### src/rtl/dino_pkg.sv
// Shared encodings for the player sprite: pose codes and sprite-sheet frame indices.
package dino_pkg;

   localparam int FRAME_W = 2;

   typedef enum logic [1:0] {
      POSE_RUN  = 2'd0,
      POSE_JUMP = 2'd1,
      POSE_DUCK = 2'd2,
      POSE_DEAD = 2'd3
   } pose_e;

   localparam logic [FRAME_W-1:0] FRAME_RUN_A = 2'd0;
   localparam logic [FRAME_W-1:0] FRAME_RUN_B = 2'd1;
   localparam logic [FRAME_W-1:0] FRAME_JUMP  = 2'd0;
   localparam logic [FRAME_W-1:0] FRAME_DUCK  = 2'd2;
   localparam logic [FRAME_W-1:0] FRAME_DEAD  = 2'd3;

   // Fixed frame for the non-animated poses.
   function automatic logic [FRAME_W-1:0] pose_frame(input pose_e p);
      case (p)
         POSE_DUCK: return FRAME_DUCK;
         POSE_DEAD: return FRAME_DEAD;
         default:   return FRAME_JUMP;
      endcase
   endfunction

endpackage

### src/rtl/sprite_anim_render_if.sv
// Sprite ROM bus: the renderer drives the address, the ROM returns one pixel bit.
interface sprite_anim_render_if #(
   parameter int AW = 8
);
   logic [AW-1:0] rom_addr;
   logic          rom_data;

   modport master (output rom_addr, input  rom_data);
   modport slave  (input  rom_addr, output rom_data);
endinterface

### src/rtl/sprite_anim_fsm.sv
// Pose/flip latch sampled on the frame tick, run-animation counter, death blink and frame select.
module sprite_anim_fsm
   import dino_pkg::*;
#(
   parameter int ANIM_DIV  = 4,
   parameter int BLINK_DIV = 8
) (
   input  logic               clk,
   input  logic               rst_n,
   input  logic               i_frame_tick,
   input  logic [1:0]         i_pose,
   input  logic               i_flip,
   output logic [FRAME_W-1:0] o_frame,
   output logic               o_flip,
   output logic               o_visible
);

   localparam int AW = $clog2(ANIM_DIV + 1);
   localparam int BW = $clog2(BLINK_DIV + 1);
   localparam logic [AW-1:0] ANIM_LAST  = AW'(ANIM_DIV - 1);
   localparam logic [BW-1:0] BLINK_LAST = BW'(BLINK_DIV - 1);

   pose_e               pose_q, pose_d;
   logic                flip_q, flip_d;
   logic [AW-1:0]       anim_q, anim_d;
   logic [BW-1:0]       blink_q, blink_d;
   logic                vis_q, vis_d;
   logic [FRAME_W-1:0]  frame_q, frame_d;

   always_ff @(posedge clk or negedge rst_n) begin
      if (!rst_n) begin
         pose_q  <= POSE_RUN;
         flip_q  <= 1'b0;
         anim_q  <= '0;
         blink_q <= '0;
         vis_q   <= 1'b1;
         frame_q <= '0;
      end else begin
         pose_q  <= pose_d;
         flip_q  <= flip_d;
         anim_q  <= anim_d;
         blink_q <= blink_d;
         vis_q   <= vis_d;
         frame_q <= frame_d;
      end
   end

   always_comb begin
      pose_d  = pose_q;
      flip_d  = flip_q;
      anim_d  = anim_q;
      blink_d = blink_q;
      vis_d   = vis_q;
      frame_d = frame_q;
      if (i_frame_tick) begin
         pose_d = pose_e'(i_pose);
         flip_d = i_flip;
         case (pose_d)
            POSE_RUN: begin
               if (pose_q != POSE_RUN) begin
                  anim_d  = '0;
                  frame_d = FRAME_RUN_A;
               end else if (anim_q == ANIM_LAST) begin
                  anim_d  = '0;
                  frame_d = (frame_q == FRAME_RUN_A) ? FRAME_RUN_B : FRAME_RUN_A;
               end else begin
                  anim_d = anim_q + 1'b1;
               end
            end
            default: frame_d = pose_frame(pose_d);
         endcase
         // Blink only advances while DEAD was already latched; entry restarts it visible.
         if (pose_d != POSE_DEAD || pose_q != POSE_DEAD) begin
            blink_d = '0;
            vis_d   = 1'b1;
         end else if (blink_q == BLINK_LAST) begin
            blink_d = '0;
            vis_d   = ~vis_q;
         end else begin
            blink_d = blink_q + 1'b1;
         end
      end
   end

   assign o_frame   = frame_q;
   assign o_flip    = flip_q;
   assign o_visible = vis_q;

endmodule

### src/rtl/sprite_anim_render.sv
// Player sprite renderer: two-stage coordinate pipeline feeding the sprite ROM, plus animation state.
module sprite_anim_render
   import dino_pkg::*;
#(
   parameter int CONV       = 0,
   parameter int W_LOG2     = 3,
   parameter int H_LOG2     = 3,
   parameter int SCALE_LOG2 = 0,
   parameter int X_POS      = 6,
   parameter int Y_BASE     = 50,
   parameter int ANIM_DIV   = 4,
   parameter int BLINK_DIV  = 8,
   parameter int ROM_LAT    = 0
) (
   input  logic               clk,
   input  logic               rst_n,
   input  logic [9-CONV:0]    i_hpos,
   input  logic [9-CONV:0]    i_vpos,
   input  logic               i_frame_tick,
   input  logic [5:0]         i_ypos,
   input  logic [1:0]         i_pose,
   input  logic               i_flip,
   sprite_anim_render_if.master rom,
   output logic               o_color,
   output logic [FRAME_W-1:0] o_frame
);

   localparam int CW = 10 - CONV;
   localparam int AW = FRAME_W + H_LOG2 + W_LOG2;
   localparam logic [CW:0] X_LIM = (CW + 1)'(2 ** (W_LOG2 + SCALE_LOG2));
   localparam logic [CW:0] Y_LIM = (CW + 1)'(2 ** (H_LOG2 + SCALE_LOG2));

   logic [CW-1:0]      x_off_d, y_off_d;
   logic [W_LOG2-1:0]  col_q, col_d;
   logic [H_LOG2-1:0]  row_q, row_d;
   logic               in1_q, in1_d, in2_q, in_out;
   logic [AW-1:0]      addr_q, addr_d;
   logic               flip, visible;
   logic [FRAME_W-1:0] frame;

   sprite_anim_fsm #(
      .ANIM_DIV  (ANIM_DIV),
      .BLINK_DIV (BLINK_DIV)
   ) u_fsm (
      .clk          (clk),
      .rst_n        (rst_n),
      .i_frame_tick (i_frame_tick),
      .i_pose       (i_pose),
      .i_flip       (i_flip),
      .o_frame      (frame),
      .o_flip       (flip),
      .o_visible    (visible)
   );

   // Stage 1 keeps only the scaled col/row bits; the full offsets are consumed by the box test.
   always_comb begin
      x_off_d = i_hpos - CW'(X_POS);
      y_off_d = i_vpos - {{(CW - 6){i_ypos[5]}}, i_ypos} - CW'(Y_BASE);
      in1_d   = ({1'b0, x_off_d} < X_LIM) && ({1'b0, y_off_d} < Y_LIM);
      col_d   = x_off_d[SCALE_LOG2+W_LOG2-1:SCALE_LOG2];
      row_d   = y_off_d[SCALE_LOG2+H_LOG2-1:SCALE_LOG2];
      addr_d  = {frame, row_q, flip ? ~col_q : col_q};
   end

   always_ff @(posedge clk or negedge rst_n) begin
      if (!rst_n) begin
         col_q  <= '0;
         row_q  <= '0;
         in1_q  <= 1'b0;
         addr_q <= '0;
         in2_q  <= 1'b0;
      end else begin
         col_q  <= col_d;
         row_q  <= row_d;
         in1_q  <= in1_d;
         addr_q <= addr_d;
         in2_q  <= in1_q;
      end
   end

   if (ROM_LAT == 0) begin : g_lat0
      assign in_out = in2_q;
   end else begin : g_lat1
      logic in3_q;
      always_ff @(posedge clk or negedge rst_n) begin
         if (!rst_n) in3_q <= 1'b0;
         else        in3_q <= in2_q;
      end
      assign in_out = in3_q;
   end

   assign rom.rom_addr = addr_q;
   assign o_color      = in_out & rom.rom_data & visible;
   assign o_frame      = frame;

endmodule

### src/flat_wrapper.sv
// flat-port wrapper written by rule: the top's interface ports become plain ports
module sprite_anim_render_flat import dino_pkg::*;
#(
   parameter int CONV       = 0,
   parameter int W_LOG2     = 3,
   parameter int H_LOG2     = 3,
   parameter int SCALE_LOG2 = 0,
   parameter int X_POS      = 6,
   parameter int Y_BASE     = 50,
   parameter int ANIM_DIV   = 4,
   parameter int BLINK_DIV  = 8,
   parameter int ROM_LAT    = 0
)
  (clk, rst_n, i_hpos, i_vpos, i_frame_tick, i_ypos, i_pose, i_flip, o_color, o_frame, rom_rom_addr, rom_rom_data);
  sprite_anim_render_if #(.AW(8)) rom_i ();
  input  logic clk;
  input  logic rst_n;
  input  logic [9-CONV:0] i_hpos;
  input  logic [9-CONV:0] i_vpos;
  input  logic i_frame_tick;
  input  logic [5:0] i_ypos;
  input  logic [1:0] i_pose;
  input  logic i_flip;
  output logic o_color;
  output logic [FRAME_W-1:0] o_frame;
  output wire logic [$bits(rom_i.rom_addr)-1:0] rom_rom_addr;
  input wire logic [$bits(rom_i.rom_data)-1:0] rom_rom_data;
  assign rom_rom_addr = rom_i.rom_addr;
  assign rom_i.rom_data = rom_rom_data;
  sprite_anim_render #(.CONV(CONV), .W_LOG2(W_LOG2), .H_LOG2(H_LOG2), .SCALE_LOG2(SCALE_LOG2), .X_POS(X_POS), .Y_BASE(Y_BASE), .ANIM_DIV(ANIM_DIV), .BLINK_DIV(BLINK_DIV), .ROM_LAT(ROM_LAT)) u_core (.clk(clk), .rst_n(rst_n), .i_hpos(i_hpos), .i_vpos(i_vpos), .i_frame_tick(i_frame_tick), .i_ypos(i_ypos), .i_pose(i_pose), .i_flip(i_flip), .rom(rom_i), .o_color(o_color), .o_frame(o_frame));
endmodule
### config.mk
export PLATFORM = sky130hd
export DESIGN_NAME = sprite_anim_render_flat
export DESIGN_NICKNAME = d
export VERILOG_FILES = /design/src/rtl/dino_pkg.sv /design/src/rtl/sprite_anim_render_if.sv /design/src/rtl/sprite_anim_fsm.sv /design/src/rtl/sprite_anim_render.sv /design/src/flat_wrapper.sv
export SDC_FILE = /design/constraint.sdc
export NUM_CORES = 1
export LEC_CHECK = 0
export ABC_AREA = 1
export CAP_MARGIN = 20
export CORE_UTILIZATION = 25
export CTS_BUF_LIST = sky130_fd_sc_hd__clkbuf_4 sky130_fd_sc_hd__clkbuf_8
export CTS_CLUSTER_SIZE = 30
export DETAILED_ROUTE_END_ITERATION = 16
export PLACE_DENSITY = 0.47
export SYNTH_ARGS = -nofsm -noshare
export SYNTH_HDL_FRONTEND = slang
export SYNTH_HIERARCHICAL = 1
export SYNTH_SLANG_ARGS = --single-unit
### constraint.sdc
create_clock -name clk -period 1.4 [get_ports clk]
set_input_delay 0.21 -clock clk [delete_from_list [all_inputs] [get_ports clk]]
set_output_delay 0.21 -clock clk [all_outputs]
set_load 0.03 [all_outputs]
==> reports/results.txt <==
Synth Register Bits: 29
CTS tree: done
vias in the first global route: 1543
worst slew pin tran: 312 ps
Synth Flop Type: dfrtp_1
initial antenna violation count: 0
Die Ht: 86.6 µm
Hold-fix buffers, CTS: 0
top cell type's share of synthesized area: 39.2%
post-route ant nets: 0
# DRC: 0
FP Rows: 30
total CTS buffers: 5
top-count cell post-synth: nand2_1
Slew Limit Fails: 0
Post-Syn Area: 1790 µm²
routability-driven placement congestion ratio: 0.727
asr flop ratio synth: 100%
Worst-Skew Late Latency: 280 ps
first-pass GRT wire length: 6.45 mm
Placed Cells incl. Taps: 376
Routed WL: 3.55 mm
fill count: 706
sequential share of the synthesized area: 40.7%
DRT iter0 DRCs: 22
worst endpoint required time: 1610 ps
Starting Density: 26.0%
n_diodes: 0
cell leakage power: 1.38 nW
synth top area cells: dfrtp_1 39%, ha_1 14%, nand2_1 13%
clk buf depth: 2
Final Hold Vio Count: 0
CORE AREA: 6870 µm²
fin worst setup slack: -225 ps
Fin Setup TNS: -225 ps
Pre-Repair DR Iteration Count: 4
synthesis-to-finish area growth: 54.3%
crit path max fanout: 4
Die ar.: 7490 µm²
RSZ-0062 raised after global routing: true
Power Density: 945 nW/µm²
most used cell, CP: nand2_1
min-delay worst type: input port to async pin
largest net degree at the start of global routing: 30
layout cells sized above 1: 26.7%
Mapped Avg Cell Area: 7.81 µm²
Die Wd: 86.6 µm
Clock Sinks: 29
Layout Utilization: 40.2%
Slew HR: 79.3%
Avg WL per Cell: 9.24 µm
crit-path max cell delay: 450 ps
Worst Skew: 3.20 ps
detailed-route via count: 1573
Reg2Reg Setup Slack: 300 ps
Syn. warnings: 6
failing checks: setup timing
Non-Filler Instances: 384
Critical Path Source Type: input port
GRT Overall Usage: 10.9%
hpwl dp: 2.77 mm
Final Critical Period: 1620 ps
Critical Path AT: 1840 ps
grt ovf: 0
nets@finish: 341
Worst Setup End Kind: flip-flop
Max Clock Freq: 0.615 GHz
count of cell types in the netlist: 24
period utilisation layout: 116%
cell breakdown of the critical path: clkdlybuf4s50_1 > inv_1 > ha_1 > inv_2 > ha_4 > a21oi_2 > o21a_1 > nand2_1 > nand2_1 > nand3_1 > nor2_1
crit path kind: input port to flip-flop
number of flops mapped to enable cells by yosys: 0
Max-Cap Viols: 0
Worst-path clk slew: 60 ps
H-tree depth: 2
status: complete, but fails checks
Commonest cells post-synth: 64 x nand2_1, 48 x inv_1, 28 x dfrtp_1
FF-to-FF path depth: 6
Clock Tree Root: clkbuf_8
final setup fails: 1
I/O pin cnt: 44
Via density: 4.10
syn nets: 283
Post CTS Setup Buffer Count: 0
I/O Buffers: 43
area leader, netlist: dfrtp_1
Gate Count Post-Synth: 229
VDD IR max: 0.000282 V
slowest CP cell: clkdlybuf4s50_1
## worst paths after layout
check	startpoint	endpoint
worst max-delay path	i_vpos[7]	u_core/in1_q
worst min-delay path	rst_n	u_core/u_fsm/o_frame[0]
worst max register to register	u_core/u_fsm/pose_q[1]	u_core/u_fsm/o_frame[0]
worst min register to register	u_core/in1_q	u_core/in2_q
max in group asynchronous	rst_n	u_core/u_fsm/o_visible
min in group clk	i_vpos[0]	u_core/row_q[0]
## critical path, delay by kind of cell
family                     cells  cell delay, ps
buffers and inverters          3             560
adders and majority gates      2             510
and+or+nand+nor                4             280
AOI/OAI and AO/OA              2             270
## cells by family after synthesis
kind of cell | Yosys count | share of synthesized area, %
fa+ha+maj | 21 | 15.1
buf+inv | 51 | 11.3
flops | 29 | 40.7
simple gates | 109 | 26.3
compound gates | 14 | 4.20
xor+xnor | 5 | 2.45
## where the power goes
group / internal (mW) / switching [mW] / total [mW]
sequential: 0.927 / 0.0383 / 0.965
combinational: 0.412 / 0.476 / 0.889
clock: 0.443 / 0.309 / 0.752
## registers in the layout, indices dropped and copies added (netlist names)
register and count:
u_core/rom.rom_addr 8, u_core/u_fsm/blink_q 4, u_core/col_q 3, u_core/row_q 3, u_core/u_fsm/anim_q 3, u_core/u_fsm/o_frame 2
u_core/u_fsm/pose_q 2, u_core/in1_q 1, u_core/in2_q 1, u_core/u_fsm/o_flip 1, u_core/u_fsm/o_visible 1
## metrics by stage
step	area, µm²	hold slack, ps	power, mW	setup slack [ps]
after CTS	2680	261	2.58	-248
after global routing	2760	290	2.79	-336
after global placement	2460	334	1.74	-974
after detailed placement	2460	335	1.74	-1010
after floorplan	1830	-85.6	1.42	-297
final	2760	284	2.61	-225
## cell usage in the layout (no fill, tap or decap), types with 2 or more instances in the layout
cell type	n
clkbuf_8	7
xor2_1	4
nor2_2	4
clkdlybuf4s15_1	2
buf_6	2
nand2_2	6
inv_2	13
buf_4	7
nor2_1	12
nand2_4	5
nand4_1	2
nand2_1	57
nand3_1	14
o21a_1	2
dfrtp_1	28
buf_12	2
ha_4	11
ha_1	8
clkdlybuf4s50_1	21
a21oi_1	3
a21oi_2	3
dlygate4sd2_1	14
nand3_2	5
o21ai_1	2
inv_1	35
o21ai_0	3
## what timing repair did
| action | in CTS | in global routing |
|---|---|---|
| pin swaps | 24 | 17 |
| resized for setup | 59 | 26 |
| endpoints found under the setup margin | 12 | 1 |
| cloned | 0 | 0 |
## area by class of cell
cell class,instances,area (µm²),area share (%)
flip-flops and latches,29,727,26.3
multi-input cells,149,1110,40.1
repair buffers,52,505,18.3
clock buffers,7,96.3,3.49
clock inverters,1,5.00,0.181
well taps,96,120,4.35
inverters,50,198,7.17
## routing by layer
metal / global-route usage [%] / part of all wire (%)
met5: 0 / 0
met4: 4.09 / 1.7
met3: 2.86 / 5.7
met2: 19.2 / 48
met1: 12.7 / 45
Power figures use the tool's default switching activity.
